## config.mk

```make
export PLATFORM = sky130hd
export DESIGN_NAME = dphy_clkdiv_gen
export DESIGN_NICKNAME = d
export VERILOG_FILES = /design/src/rtl/dphy_clkdiv_gen.sv
export SDC_FILE = /design/constraint.sdc
export NUM_CORES = 1
export LEC_CHECK = 0
export CORE_ASPECT_RATIO = 0.5
export CORE_MARGIN = 4
export CORE_UTILIZATION = 58
export CTS_CLUSTER_DIAMETER = 80
export DETAILED_ROUTE_END_ITERATION = 10
export MAX_ROUTING_LAYER = met4
export PLACE_DENSITY = 0.9
export REMOVE_ABC_BUFFERS = 1
export SYNTH_ARGS = -nofsm -noshare
export SYNTH_HDL_FRONTEND = slang
export SYNTH_SLANG_ARGS = --single-unit
```

## constraint.sdc

```tcl
create_clock -name clk -period 4.65 [get_ports clk]
set_input_delay 0.6975 -clock clk [delete_from_list [all_inputs] [get_ports clk]]
set_output_delay 0.6975 -clock clk [all_outputs]
set_load 0.05 [all_outputs]
```

## src/rtl/dphy_clkdiv_gen.sv

```systemverilog
// Multi-channel programmable clock divider with per-period trigger pulses,
// glitch-free ratio updates via valid/ready and a global phase-align request.
module dphy_clkdiv_gen #(
    parameter int NUM_CH      = 2,
    parameter int DIV_W       = 8,
    parameter int DEFAULT_DIV = 2,
    localparam int CH_W       = (NUM_CH > 1) ? $clog2(NUM_CH) : 1
) (
    input  logic              clk,
    input  logic              ext_rstb,
    input  logic [NUM_CH-1:0] ch_en,
    input  logic              cfg_valid,
    input  logic [CH_W-1:0]   cfg_ch,
    input  logic [DIV_W-1:0]  cfg_div,
    output logic              cfg_ready,
    input  logic              sync_req,
    output logic [NUM_CH-1:0] clk_div_out,
    output logic [NUM_CH-1:0] trig_out,
    output logic [NUM_CH-1:0] ch_running
);

    typedef enum logic [1:0] {IDLE, RUN, DRAIN} ch_state_t;

    localparam logic [DIV_W-1:0] DIV_RST  = DIV_W'(DEFAULT_DIV);
    localparam logic [DIV_W-1:0] DIV_ONE  = DIV_W'(1);
    localparam logic [DIV_W-1:0] DIV_TWO  = DIV_W'(2);
    localparam logic [CH_W:0]    CH_LIMIT = (CH_W + 1)'(NUM_CH);

    ch_state_t        state_q    [NUM_CH];
    ch_state_t        state_d    [NUM_CH];
    logic [DIV_W-1:0] cnt_q      [NUM_CH];
    logic [DIV_W-1:0] cnt_d      [NUM_CH];
    logic [DIV_W-1:0] active_q   [NUM_CH];
    logic [DIV_W-1:0] active_d   [NUM_CH];
    logic [DIV_W-1:0] pend_div_q [NUM_CH];
    logic [DIV_W-1:0] pend_div_d [NUM_CH];
    logic [DIV_W-1:0] eff_div    [NUM_CH];
    logic [NUM_CH-1:0] pend_flag_q, pend_flag_d;
    logic [NUM_CH-1:0] wrap, do_sync, apply, div_ok;
    logic [NUM_CH-1:0] clk_d, trig_d, run_d;
    logic              cfg_in_range, cfg_take;

    always_comb begin
        cfg_in_range = {1'b0, cfg_ch} < CH_LIMIT;
        cfg_ready    = cfg_in_range ? !pend_flag_q[cfg_ch] : 1'b1;
        cfg_take     = cfg_valid && cfg_ready && cfg_in_range;
        for (int unsigned i = 0; i < NUM_CH; i++) begin
            state_d[i]     = state_q[i];
            cnt_d[i]       = cnt_q[i];
            active_d[i]    = active_q[i];
            pend_div_d[i]  = pend_div_q[i];
            pend_flag_d[i] = pend_flag_q[i];
            wrap[i]    = (state_q[i] != IDLE) && (cnt_q[i] == active_q[i] - DIV_ONE);
            do_sync[i] = sync_req && (state_q[i] == RUN);
            apply[i]   = pend_flag_q[i] && ((state_q[i] == IDLE) || wrap[i] || do_sync[i]);
            eff_div[i] = apply[i] ? pend_div_q[i] : active_q[i];
            div_ok[i]  = eff_div[i] >= DIV_TWO;

            if (apply[i]) begin
                active_d[i]    = pend_div_q[i];
                pend_flag_d[i] = 1'b0;
            end else if (cfg_take && (cfg_ch == CH_W'(i))) begin
                pend_div_d[i]  = cfg_div;
                pend_flag_d[i] = 1'b1;
            end

            // Period boundaries (wrap or sync) restart at 0, so a new ratio never leaves a runt.
            if (state_q[i] == IDLE) begin
                cnt_d[i]   = '0;
                state_d[i] = (ch_en[i] && div_ok[i]) ? RUN : IDLE;
            end else if (do_sync[i]) begin
                cnt_d[i]   = '0;
                state_d[i] = !div_ok[i] ? IDLE : (ch_en[i] ? RUN : DRAIN);
            end else if (wrap[i]) begin
                cnt_d[i]   = '0;
                state_d[i] = (div_ok[i] && ch_en[i]) ? RUN : IDLE;
            end else begin
                cnt_d[i]   = cnt_q[i] + DIV_ONE;
                state_d[i] = ch_en[i] ? RUN : DRAIN;
            end

            run_d[i]  = state_d[i] != IDLE;
            clk_d[i]  = run_d[i] && (cnt_d[i] < (active_d[i] >> 1));
            trig_d[i] = run_d[i] && (cnt_d[i] == '0);
        end
    end

    always_ff @(posedge clk or negedge ext_rstb) begin
        if (!ext_rstb) begin
            for (int unsigned i = 0; i < NUM_CH; i++) begin
                state_q[i]    <= IDLE;
                cnt_q[i]      <= '0;
                active_q[i]   <= DIV_RST;
                pend_div_q[i] <= '0;
            end
            pend_flag_q <= '0;
            clk_div_out <= '0;
            trig_out    <= '0;
            ch_running  <= '0;
        end else begin
            for (int unsigned i = 0; i < NUM_CH; i++) begin
                state_q[i]    <= state_d[i];
                cnt_q[i]      <= cnt_d[i];
                active_q[i]   <= active_d[i];
                pend_div_q[i] <= pend_div_d[i];
            end
            pend_flag_q <= pend_flag_d;
            clk_div_out <= clk_d;
            trig_out    <= trig_d;
            ch_running  <= run_d;
        end
    end

endmodule

```

Word-level counts from Yosys, hierarchy flattened --
Cells that the tools add are included.
Cells by class: add/sub/neg operators 4, order comparisons 5, equal/unequal tests 4, mux-type cells 26, bitwise operators 3, reduce and logical (&&, ||, !) cells 32
Operator list (number):
- $mux W8 | 8
- $mux W2 | 10
- $add A8 B1 Y8 const B | 2
- $eq A8 B8 Y1 | 2
- $ge A8 B2 Y1 const B | 2
- $logic_not A8 Y1 | 2
- $lt A8 B7 Y1 | 2
- $sub A8 B1 Y8 const B | 2
- $logic_and A1 B1 Y1 | 15
- $reduce_bool A2 Y1 | 6
- $mux W1 | 8
- $eq A2 B1 Y1 const B | 2
- $logic_not A2 Y1 | 2
- $logic_or A1 B1 Y1 | 4
- $reduce_and A2 Y1 | 2
- $not A1 Y1 | 3
- $lt A1 B2 Y1 const B | 1
- $logic_not A1 Y1 | 1
Storage, ports and cells: register bits 60, input bits 15, output and inout bits 7, logic and storage cells 87

Logic depth before layout (Yosys ltp) --
Gate-level depths: netlist of the first run.
depth in word-level cells 15, depth in mapped cells 16, gate-level depth less buffers 15

Worst setup path before layout of the first run --
OpenSTA, ideal clock, no wires.
kind reg-to-reg, start point reg active_q[0] (netlist name), end point reg clk_div_out[1], library setup time 0.111 ns, data arrival time 3.732 ns, setup slack 0.806 ns, cell stages (with the launch flop) 17, period minus slack after synthesis 3.844 ns, cells stage by stage dfrtp_1 inv_1 ha_1 or3b_1 or4_1 a2111oi_2 a31o_1 buf_6 clkbuf_1 nor2_1 ha_1 nor2_1 a211o_1 a31oi_1 or2_2 o221a_2 a2111oi_2
RTL lines:
- from (decl) | RTL line 33 | logic [DIV_W-1:0] active_q [NUM_CH];
- from (signal, indexed assignment) | RTL line 104 | active_q[i] <= active_d[i];
- to (signal assigned) | RTL line 108 | clk_div_out <= clk_d;
- to (decl) | RTL line 17 | output logic [NUM_CH-1:0] clk_div_out,

Final worst setup path of the first run --
start point reg active_q[10] (netlist name), end point reg clk_div_out[0]
On the way: longest elaborated chain between the ends 15
Ends and longest elaborated chain:
- $sub A8 B1 Y8 | RTL line 53 | wrap[i] = (state_q[i] != IDLE) && (cnt_q[i] == active_q[i] - DIV_ONE);
- $eq A8 B8 Y1 | RTL line 53
- $logic_and A1 B1 Y1 | RTL line 53
- $logic_or A1 B1 Y1 (2 in a row) | RTL line 55 | apply[i] = pend_flag_q[i] && ((state_q[i] == IDLE) || wrap[i] || do_sync[i]);
- $logic_and A1 B1 Y1 | RTL line 55
- $mux W8 | RTL line 56, 59
- $ge A8 B2 Y1 | RTL line 57 | div_ok[i] = eff_div[i] >= DIV_TWO;
- $logic_and A1 B1 Y1 | RTL line 70, 76
- $mux W1 | RTL line 70, 76
- $mux W2 | RTL line 74 | end else if (wrap[i]) begin
- $mux W2 | RTL line 71 | end else if (do_sync[i]) begin
- $mux W2 | RTL line 68 | if (state_q[i] == IDLE) begin
- $reduce_bool A2 Y1 | RTL line 82 | run_d[i] = state_d[i] != IDLE;
- $logic_and A1 B1 Y1 (*) | RTL line 83 | clk_d[i] = run_d[i] && (cnt_d[i] < (active_d[i] >> 1));
- named net clk_d[0] | RTL line 40 | logic [NUM_CH-1:0] clk_d, trig_d, run_d;
The timed path passes the listed nets; every way through them passes the cells marked *. A chain may end at the register's enable or synchronous reset.

==> summary.txt, run 1 <==
Status
  • Status: finished clean

Placed design
  • IO Port Bufs: 21
  • Pre-CTS setup slack: about 530 ps
  • Detailed Place HPWL: roughly 5800 um
  • Final GP Congestion: roughly 0.90

Floorplanning
  • Top Ports: 22
  • Die area: ~7300 sq um
  • Initial cell density of the core: a little over 60%
  • Row count: 19
  • CORE AREA: roughly 5600 sq um
  • Die width: 117 um
  • Die Y: roughly 62 um

Timing
  • Hold violation count in the final report: 0
  • Hold Slack: 512 ps
  • Endpoints failing setup: 0
  • Final TNS setup: 0 ps
  • RSZ-0062 raised after global routing: no
  • Slew headroom: about a fifth
  • Final Critical Period: ~4400 ps
  • Fmax: 0.225 GHz
  • Fin. max-slew vios: 0
  • Skew final: 6.03 ps
  • Worst Tran Pin Value: ~1200 ps
  • Period utilization: 95.4%
  • Setup WS post-layout: about 210 ps

Critical path
  • FF-to-FF path depth: 12
  • CP peak stage delay: ~900 ps
  • Worst setup SP type: register
  • R2r endpoint: clk_div_out[0]
  • CP Max Fanout: 8
  • Crit path max-delay family: compound AO/OA/AOI/OAI gates
  • CP max-delay cell: a2111oi_0
  • Worst R2R Setup Slack: about 210 ps
  • Worst EP required: between 4000 and 5000 ps
  • Crit path DAT: 4670 ps
  • Worst path cell trace: or3_1, nor4b_1, xnor2_1, o41ai_2, buf_4, mux2i_1, ha_1, a2111oi_0, a21boi_0, a31oi_1, o211a_1, a211oi_1
  • Crit. End Element: register
  • Worst path bufs/invs: 1
  • R2R Path Start: active_q[10]
  • CP Class: reg2reg

Job
  • Max cap viols: 0

GRT
  • GR Util All Layers: 25.6%
  • Largest net degree at the start of global routing: 61
  • Initial antenna violation count: 0
  • Global-route wire length before repair: approximately 14000 um
  • GRT overflow: 0
  • Vias in the first global route: around 2900

Synthesis
  • Synth Area per Inst: 10.3 sq um
  • Post-synth EDFFs: 0
  • Unique cell type count in the Yosys netlist: 57
  • Post-synthesis mux area share: between 10% and 20%
  • Largest family of logic cells by synthesized area: simple AND/OR/NAND/NOR gates
  • Post-Synth Adder-Cell Area: 5.46%
  • Synth warn: 0
  • Syn Inst Count: ~330
  • Post-synth top flop: dfrtp_1
  • Synth Area in Simple Gates: between 10% and 20%
  • Netlist Area Pre-Place: between 3000 and 4000 sq um
  • Post-Synth XOR/XNOR Area: between 8 and 9%
  • Ys async rst share: 100%
  • Register area share after synthesis: between 40 and 50%
  • Synth Area in Compound Gates: around 12%
  • FF+latch count, synth: 60

CTS
  • Clock Latency Late Sink: 320 ps
  • TritonCTS clock tree: yes
  • Clk buf depth: 2
  • CTS Buf Count: 9
  • Root Buffer: clkbuf_16
  • Resized cells post-CTS: 0
  • Post-CTS Setup Inserts: 0
  • # hold bufs at CTS: 0
  • Clock Sinks: 60
  • Clk slew on worst S/H paths: 50 ps
  • H-tree depth: 3

Finish
  • Final-layout fill cell count: about 350
  • Number of diodes: 0
  • Fin nets: 388
  • Area of the multi-input gates: between 1500 and 2000 sq um
  • Synth-to-Final Area Change: 17.2%
  • Register area: between 1500 and 2000 sq um
  • Commonest non-fill, non-tap cell in the layout: dfrtp_1
  • Commonest non-fill, non-tap cells in the layout: dfrtp_1, nor2_1, inv_1
  • Share of cells above drive strength 1: 13.8%

Route
  • Antenna-violating nets left: 0
  • WL per Instance: roughly 19 um
  • Drt pass-1 iters: 5
  • Total routed wirelength: roughly 8500 um
  • Via count: between 2000 and 3000
  • Vias per cell: 6.33
  • DRC: 0
  • 1st-iter DRT viols: roughly 330

Worst hold path
  • Worst Hold Launch: pend_div_q[0]
  • Worst hold path endpoint: pend_div_q[0]
  • Worst hold path type: reg2reg
  • Hold Crit Depth: 1

Power
  • Leakage: 1.84 nW
  • Max VDD drop: ~270 uV
  • PD cells: 603 nW/um^2
sequential cells by signal, indices dropped and copies added, names as in the netlist:
signal,flops
state_q,4
cnt_q,16
clk_div_out,2
trig_out,2
ch_running,2
pend_flag_q,2
pend_div_q,16
active_q,16
power breakdown:
part | internal [mW] | switching [mW] | leakage (nW)
registers | 0.672 | 0.202 | 0.736
clock network | 0.480 | 0.224 | 0.156
logic | 0.366 | 0.487 | 0.944
total | 1.52 | 0.913 | 1.84
final cells by class:
cell class / instances / area share [%]
clock buffer: 11 / 6.02
clock inverter: 4 / 1.83
timing repair buffer: 26 / 6.02
tap: 73 / 2.27
inverter: 25 / 2.33
multi-input combinational: 236 / 44.2
sequential: 60 / 37.3
synth_stat cells, types with 6 or more instances:
library cell	count	share of area, %
clkbuf_1	9	0.98
dfrtp_1	58	42
ha_1	15	5.5
inv_1	25	2.7
mux2_2	19	6.2
mux2i_1	14	4.1
nand2_1	19	2.1
nand4_1	6	1.1
nor2_1	29	3.2
nor3_1	9	1.3
o21ai_0	8	1.2
xnor2_1	20	5.1
xor2_1	12	3.1
worst max-delay path by stage:
stage / depth (start not counted) / startpoint / end / slack (ps)
floorplan: 15 / active_q[0] / clk_div_out[1] / 530
global placement: 15 / active_q[0] / clk_div_out[1] / 770
detailed placement: 12 / active_q[10] / clk_div_out[0] / 530
CTS: 12 / active_q[10] / clk_div_out[0] / 320
global route: 12 / active_q[10] / clk_div_out[0] / 30
finish: 12 / active_q[10] / clk_div_out[0] / 210
routing by layer:
layer | up-vias | global-route usage [%] | routed length [um]
li1 | 1229 | - | -
met3 | 29 | 5.13 | 471
met5 | - | - | 0
met4 | 0 | 11.7 | 322
met1 | 1381 | 31.8 | 3440
met2 | 114 | 40.4 | 4230
cell families after synthesis:
group | after synthesis
xor gates and xnor gates | 32
AOI/OAI and AO/OA | 54
adders and majority gates | 15
muxes | 33
DFF | 60
buffers and inverters | 37
and+or+nand+nor | 102
per-stage QoR:
step	utilization [%]	power, mW	cells	area, sq um
6_report	71.8	2.43	435	4030
3_3_place_gp	66.2	1.61	420	3710
5_1_grt	71.8	2.55	435	4030
2_1_floorplan	-	1.42	321	3380
3_5_place_dp	66.2	1.68	420	3710
4_1_cts	71.8	2.41	435	4030
Power figures use the tool's default switching activity.
==> run 2: changes to the inputs <==
==> constraint.sdc (replaced) <==
create_clock -name clk -period 4.8 [get_ports clk]
set_input_delay 0.72 -clock clk [delete_from_list [all_inputs] [get_ports clk]]
set_output_delay 0.72 -clock clk [all_outputs]
set_load 0.05 [all_outputs]
==> run 2 against run 1 <==
First-iteration DRC count decreased by 6.7%. Sequential power decreased by 2.7%. Count of clock-buffer cells in the layout increased by 2. Register-to-register slack improved by 280 ps. Critical path type unchanged. Core utilization decreased by 0.33 points. Total power decreased by 3.6%. Sequential share of layout area increased by 0.17 points. Critical endpoint unchanged.
==> summary.txt, run 2 (synthesis gave the netlist of run 1 again) <==
Critical path
  • CP Max Fanout: 8
  • CP Class: reg2reg
  • Worst EP required: 5020 ps
  • Worst R2R Setup Slack: approximately 490 ps
  • FF-to-FF path depth: 13
  • CP endpoint: clk_div_out[0]
  • R2r endpoint: clk_div_out[0]
  • Crit path DAT: 4530 ps
  • R2R Path Start: active_q[10]
  • Worst path cell trace: or3_1, nor4b_1, xnor2_1, o41ai_2, buf_4, inv_1, and2_1, ha_1, a2111oi_0, a21boi_0, a31oi_1, o211a_1, a211oi_1
  • CP max-delay cell: a2111oi_0
  • Worst setup SP type: register
  • CP Launch Point: active_q[10]
  • CP peak stage delay: 680 ps
  • Crit. End Element: register

CTS
  • H-tree depth: 3
  • CTS Buf Count: 9
  • Clock Latency Late Sink: approximately 330 ps
  • Root Buffer: clkbuf_16
  • # hold bufs at CTS: 0
  • TritonCTS clock tree: yes
  • Clk slew on worst S/H paths: roughly 50 ps
  • Post-CTS Setup Inserts: 0
  • Resized cells post-CTS: 0
  • Clk buf depth: 2
  • Clock Sinks: 60

Finish
  • Top Registers: active_q (16), cnt_q (16), pend_div_q (16)
  • Commonest non-fill, non-tap cells in the layout: dfrtp_1, nor2_1, inv_1
  • Final-layout fill cell count: 351
  • Number of diodes: 0
  • Synth-to-Final Area Change: 16.6%
  • Register area: ~1500 sq um
  • Commonest non-fill, non-tap cell in the layout: dfrtp_1
  • Share of cells above drive strength 1: a little over an eighth
  • Fin nets: between 300 and 400
  • Area of the multi-input gates: between 1500 and 2000 sq um

Timing
  • RSZ-0062 raised after global routing: no
  • Final Critical Period: 4310 ps
  • Skew final: between 8 and 9 ps
  • Slew headroom: roughly 15%
  • Fmax: 0.232 GHz
  • Period utilization: between 80 and 90%
  • Hold violation count in the final report: 0
  • Hold Slack: between 500 and 600 ps
  • Worst Tran Pin Value: about 1300 ps
  • Fin. max-slew vios: 0
  • Final TNS setup: 0 ps
  • Endpoints failing setup: 0

Floorplanning
  • Die Y: between 60 and 70 um
  • Row count: 19
  • Die area: between 7000 and 8000 sq um
  • Top Ports: 22
  • Die width: between 100 and 150 um
  • Initial cell density of the core: roughly three fifths
  • CORE AREA: ~5600 sq um

GRT
  • Global-route wire length before repair: ~15000 um
  • Largest net degree at the start of global routing: between 60 and 70
  • Initial antenna violation count: 0
  • GRT overflow: 0
  • GR Util All Layers: a little over a quarter
  • Vias in the first global route: 2978

Power
  • Psw: roughly 0.9 mW
  • Pint: about 1.4 mW
  • Max VDD drop: slightly below 300 uV
  • Leakage: ~1.8 nW
  • Switch share: 38.8%
  • Clock Power Share: between 20% and 30%
  • Comb power frac: 35.6%
  • PD cells: 584 nW/um^2
  • Seq pwr share: between 30% and 40%

Placed design
  • Final GP Congestion: 0.935
  • Detailed Place HPWL: about 6000 um
  • IO Port Bufs: 21

Route
  • Antenna-violating nets left: 0
  • Via count: ~2800
  • Vias per cell: roughly 6.4
  • Total routed wirelength: around 9000 um
  • WL per Instance: a little over 20 um
  • Drt pass-1 iters: 5
  • DRC: 0
  • 1st-iter DRT viols: 304

Status
  • Status: finished clean

Job
  • Max cap viols: 0

Worst hold path
  • Worst hold path type: reg2reg
run 2: final cells by class:
class	count	share of cell area [%]
multi-input combinational	236	44.4
sequential	60	37.5
clock buffer	13	6.49
timing repair buffer	25	5.87
inverter	25	2.34
tap	73	2.28
clock inverter	3	1.12
run 2: power groups by stage:
stage	logic [mW]	clock network, mW	registers, mW
floorplan	0.547	0	0.825
global placement	0.738	0	0.825
detailed placement	0.787	0	0.840
CTS	0.818	0.654	0.840
global route	0.898	0.682	0.865
finish	0.834	0.659	0.850
run 2: worst min-delay path by stage:
stage / depth (start not counted) / to / from / slack [ps]
5_1_grt: 1 / pend_div_q[8] / pend_div_q[8] / 540
3_3_place_gp: 2 / active_q[8] / pend_div_q[8] / 470
3_5_place_dp: 2 / active_q[8] / pend_div_q[8] / 520
6_report: 2 / active_q[8] / pend_div_q[8] / 530
2_1_floorplan: 0 / active_q[0] / ext_rstb / 420
4_1_cts: 2 / active_q[8] / pend_div_q[8] / 520
run 2: per-stage QoR:
stage | instances | power (mW) | setup slack (ps) | cell area (sq um) | utilization (%)
final | 435 | 2.34 | 493 | 4010 | 71.5
after global routing | 435 | 2.45 | 166 | 4010 | 71.5
after CTS | 435 | 2.31 | 589 | 4010 | 71.5
after detailed placement | 419 | 1.63 | 686 | 3700 | 66.0
after global placement | 419 | 1.56 | 934 | 3700 | 66.0
after floorplan | 321 | 1.37 | 677 | 3380 | -
run 2: routing by layer:
metal | track usage [%] | share of wire [%]
met5 | - | 0
met2 | 43.3 | 49
met3 | 6.67 | 7.2
met1 | 30.7 | 39
met4 | 13.0 | 4.2
run 2: critical path, delay by kind of cell, from the launching register on:
family	cells	cell delay (ps)
buf+inv	2	370
compound gates	6	1990
fa+ha+maj	1	190
xor+xnor	1	210
flops	1	460
simple gates	3	960
==> run 3: changes to the inputs <==
--- a/config.mk
+++ b/config.mk
@@ -12,6 +12,7 @@
 export DETAILED_ROUTE_END_ITERATION = 10
 export MAX_ROUTING_LAYER = met4
 export PLACE_DENSITY = 0.9
+export RECOVER_POWER = 100
 export REMOVE_ABC_BUFFERS = 1
 export SYNTH_ARGS = -nofsm -noshare
 export SYNTH_HDL_FRONTEND = slang
==> run 3 against run 2 <==
The flow now finishes with violations (max-capacitance violations, max-slew violations). Clock skew is 1.4 ps lower. Global-route usage did not move. Largest cell class unchanged. Hold slack lost 5.0 ps. Core utilization shrank 0.38 points. Register-to-register slack lost 50 ps. Die area is the same. Worst setup slack lost 53 ps. Largest power group unchanged. Cell count is the same. Routed wire length shrank 1.5%. Sequential power is essentially flat.
==> summary.txt, run 3 (synthesis gave the netlist of run 1 again) <==
Status
  • Failing checks: max-capacitance violations, max-slew violations
  • Status: finished with violations

Critical path
  • Crit path DAT: around 4600 ps
  • Worst path depth: 15
  • Crit path max-delay family: simple AND/OR/NAND/NOR gates
  • Worst EP required: between 5000 and 6000 ps
  • R2r endpoint: clk_div_out[1]
  • R2R Path Start: active_q[0]
  • Worst path bufs/invs: 1
  • CP max-delay cell: a2111oi_2
  • Worst path cell trace: inv_1, ha_1, or3b_1, or4_1, a2111oi_2, a31o_1, nand2_1, mux2i_1, ha_1, nor2_1, a211o_1, a31oi_1, or2_2, o221a_2, a2111oi_2
  • CP peak stage delay: 480 ps
  • Worst R2R Setup Slack: around 440 ps
  • Worst setup SP type: register
  • CP Max Fanout: 8
  • FF-to-FF path depth: 15
  • CP Class: reg2reg
  • Crit. End Element: register

Finish
  • Number of diodes: 0
  • Top Registers: active_q (16), cnt_q (16), pend_div_q (16)
  • Commonest non-fill, non-tap cells in the layout: dfrtp_1, nor2_1, inv_1
  • Post-route cell area: between 3000 and 4000 sq um
  • Commonest non-fill, non-tap cell in the layout: dfrtp_1
  • Fin util: a little over 70%
  • Share of cells above drive strength 1: about an eighth
  • Fin cells: about 440
  • Fin nets: 387
  • Synth-to-Final Area Change: 16.0%

CTS
  • # hold bufs at CTS: 0
  • Clk buf depth: 2
  • TritonCTS clock tree: yes
  • Resized cells post-CTS: 0
  • Root Buffer: clkbuf_16
  • CTS Buf Count: 9
  • H-tree depth: 3
  • Clk slew on worst S/H paths: ~60 ps
  • Post-CTS Setup Inserts: 0
  • Clock Sinks: 60
  • Clock Latency Late Sink: ~330 ps

GRT
  • GR Util All Layers: 26.6%
  • GRT overflow: 0
  • Vias in the first global route: ~3000
  • Global-route wire length before repair: between 10000 and 15000 um
  • Largest net degree at the start of global routing: slightly above 60
  • Initial antenna violation count: 0

Placed design
  • Final GP Congestion: roughly 0.94
  • IO Port Bufs: 21
  • DP Area: between 3000 and 4000 sq um
  • Detailed Place HPWL: 5960 um
  • Placed cell count: approximately 420

Timing
  • Period utilization: between 90% and 100%
  • RSZ-0062 raised after global routing: no
  • Final TNS setup: 0 ps
  • Skew final: 6.96 ps
  • Endpoints failing setup: 0
  • Fmax: 0.229 GHz
  • Worst Tran Pin Value: approximately 3100 ps
  • Final Critical Period: around 4400 ps
  • Slew headroom: -109%
  • Fin. max-slew vios: between 60 and 70
  • Hold violation count in the final report: 0

Power
  • Psw: 0.896 mW
  • Clock Power Share: around 28%
  • Seq pwr share: roughly 37%
  • PD cells: 581 nW/um^2
  • Max VDD drop: 296 uV
  • Leakage: roughly 1.8 nW
  • Switch share: approximately two fifths
  • Pint: roughly 1.4 mW
  • Comb power frac: a little over a third
  • Tot Pwr: 2.32 mW

Route
  • Total routed wirelength: between 8000 and 9000 um
  • WL per Instance: a little over 20 um
  • 1st-iter DRT viols: ~340
  • Vias per cell: around 6.4
  • DRC: 0
  • Antenna-violating nets left: 0
  • Drt pass-1 iters: 5
  • Via count: roughly 2800

Worst hold path
  • Worst hold path type: reg2reg
  • Worst hold path endpoint: active_q[8]
  • Hold Crit Depth: 2
  • Worst Hold Launch: pend_div_q[8]

Floorplanning
  • Die width: about 120 um
  • CORE AREA: 5610 sq um
  • Top Ports: 22
  • Die Y: around 62 um
  • Initial cell density of the core: between 60 and 70%
  • Die area: 7300 sq um
  • Row count: 19

Job
  • Max cap viols: 1
==> run 3: changes by cell type in the layout (fill, tap and decap cells not counted), sizes merged <==
cell           delta
clkdlybuf4s50     -8
dlygate4sd3       +8
buf               -1
clkbuf            +1
==> run 3: routing by layer <==
| layer | wire, um | share of wire (%) | global-route usage (%) | up-vias |
|---|---|---|---|---|
| met2 | 4380 | 50 | 43.3 | 141 |
| met5 | 0 | 0 | - | - |
| met3 | 606 | 6.9 | 6.67 | 44 |
| met1 | 3390 | 39 | 30.7 | 1360 |
| met4 | 386 | 4.4 | 13.0 | 0 |
| li1 | - | - | - | 1239 |
==> run 3: worst max-delay path by stage <==
stage	from	end	slack [ps]
finish	active_q[0]	clk_div_out[1]	440
floorplan	active_q[0]	clk_div_out[1]	680
global route	active_q[10]	clk_div_out[0]	160
detailed placement	active_q[10]	clk_div_out[0]	690
global placement	active_q[0]	clk_div_out[1]	930
CTS	active_q[10]	clk_div_out[0]	590
==> run 3: cell type report <==
class	count	area (sq um)
multi-input cells	236	1760
fillers	356	1620
flip-flops and latches	60	1500
clock buffers	13	260
repair buffers	25	231
inverters	25	93.8
well taps	73	91.3
clock inverters	3	45.0
==> run 3: power groups by stage <==
stage                     Clock, mW  Combinational (mW)  Sequential [mW]
after floorplan                   0               0.547            0.825
after global placement            0               0.738            0.825
after detailed placement          0               0.787            0.840
after CTS                     0.654               0.818            0.840
after global routing          0.682               0.884            0.864
final                         0.654               0.815            0.850
==> run 3: metrics by stage <==
step	worst slack (ps)	hold slack, ps
3_5_place_dp	686	516
2_1_floorplan	677	424
5_1_grt	163	539
4_1_cts	589	516
3_3_place_gp	934	470
6_report	440	521
==> run 3: worst reg2reg max path, cell delays in order (launching register included) <==
cell and delay [ps]:
dfrtp_1 430, inv_1 80, ha_1 180, or3b_1 390, or4_1 450, a2111oi_2 480
a31o_1 260, nand2_1 260, mux2i_1 320, ha_1 280, nor2_1 190, a211o_1 140
a31oi_1 40, or2_2 310, o221a_2 240, a2111oi_2 200
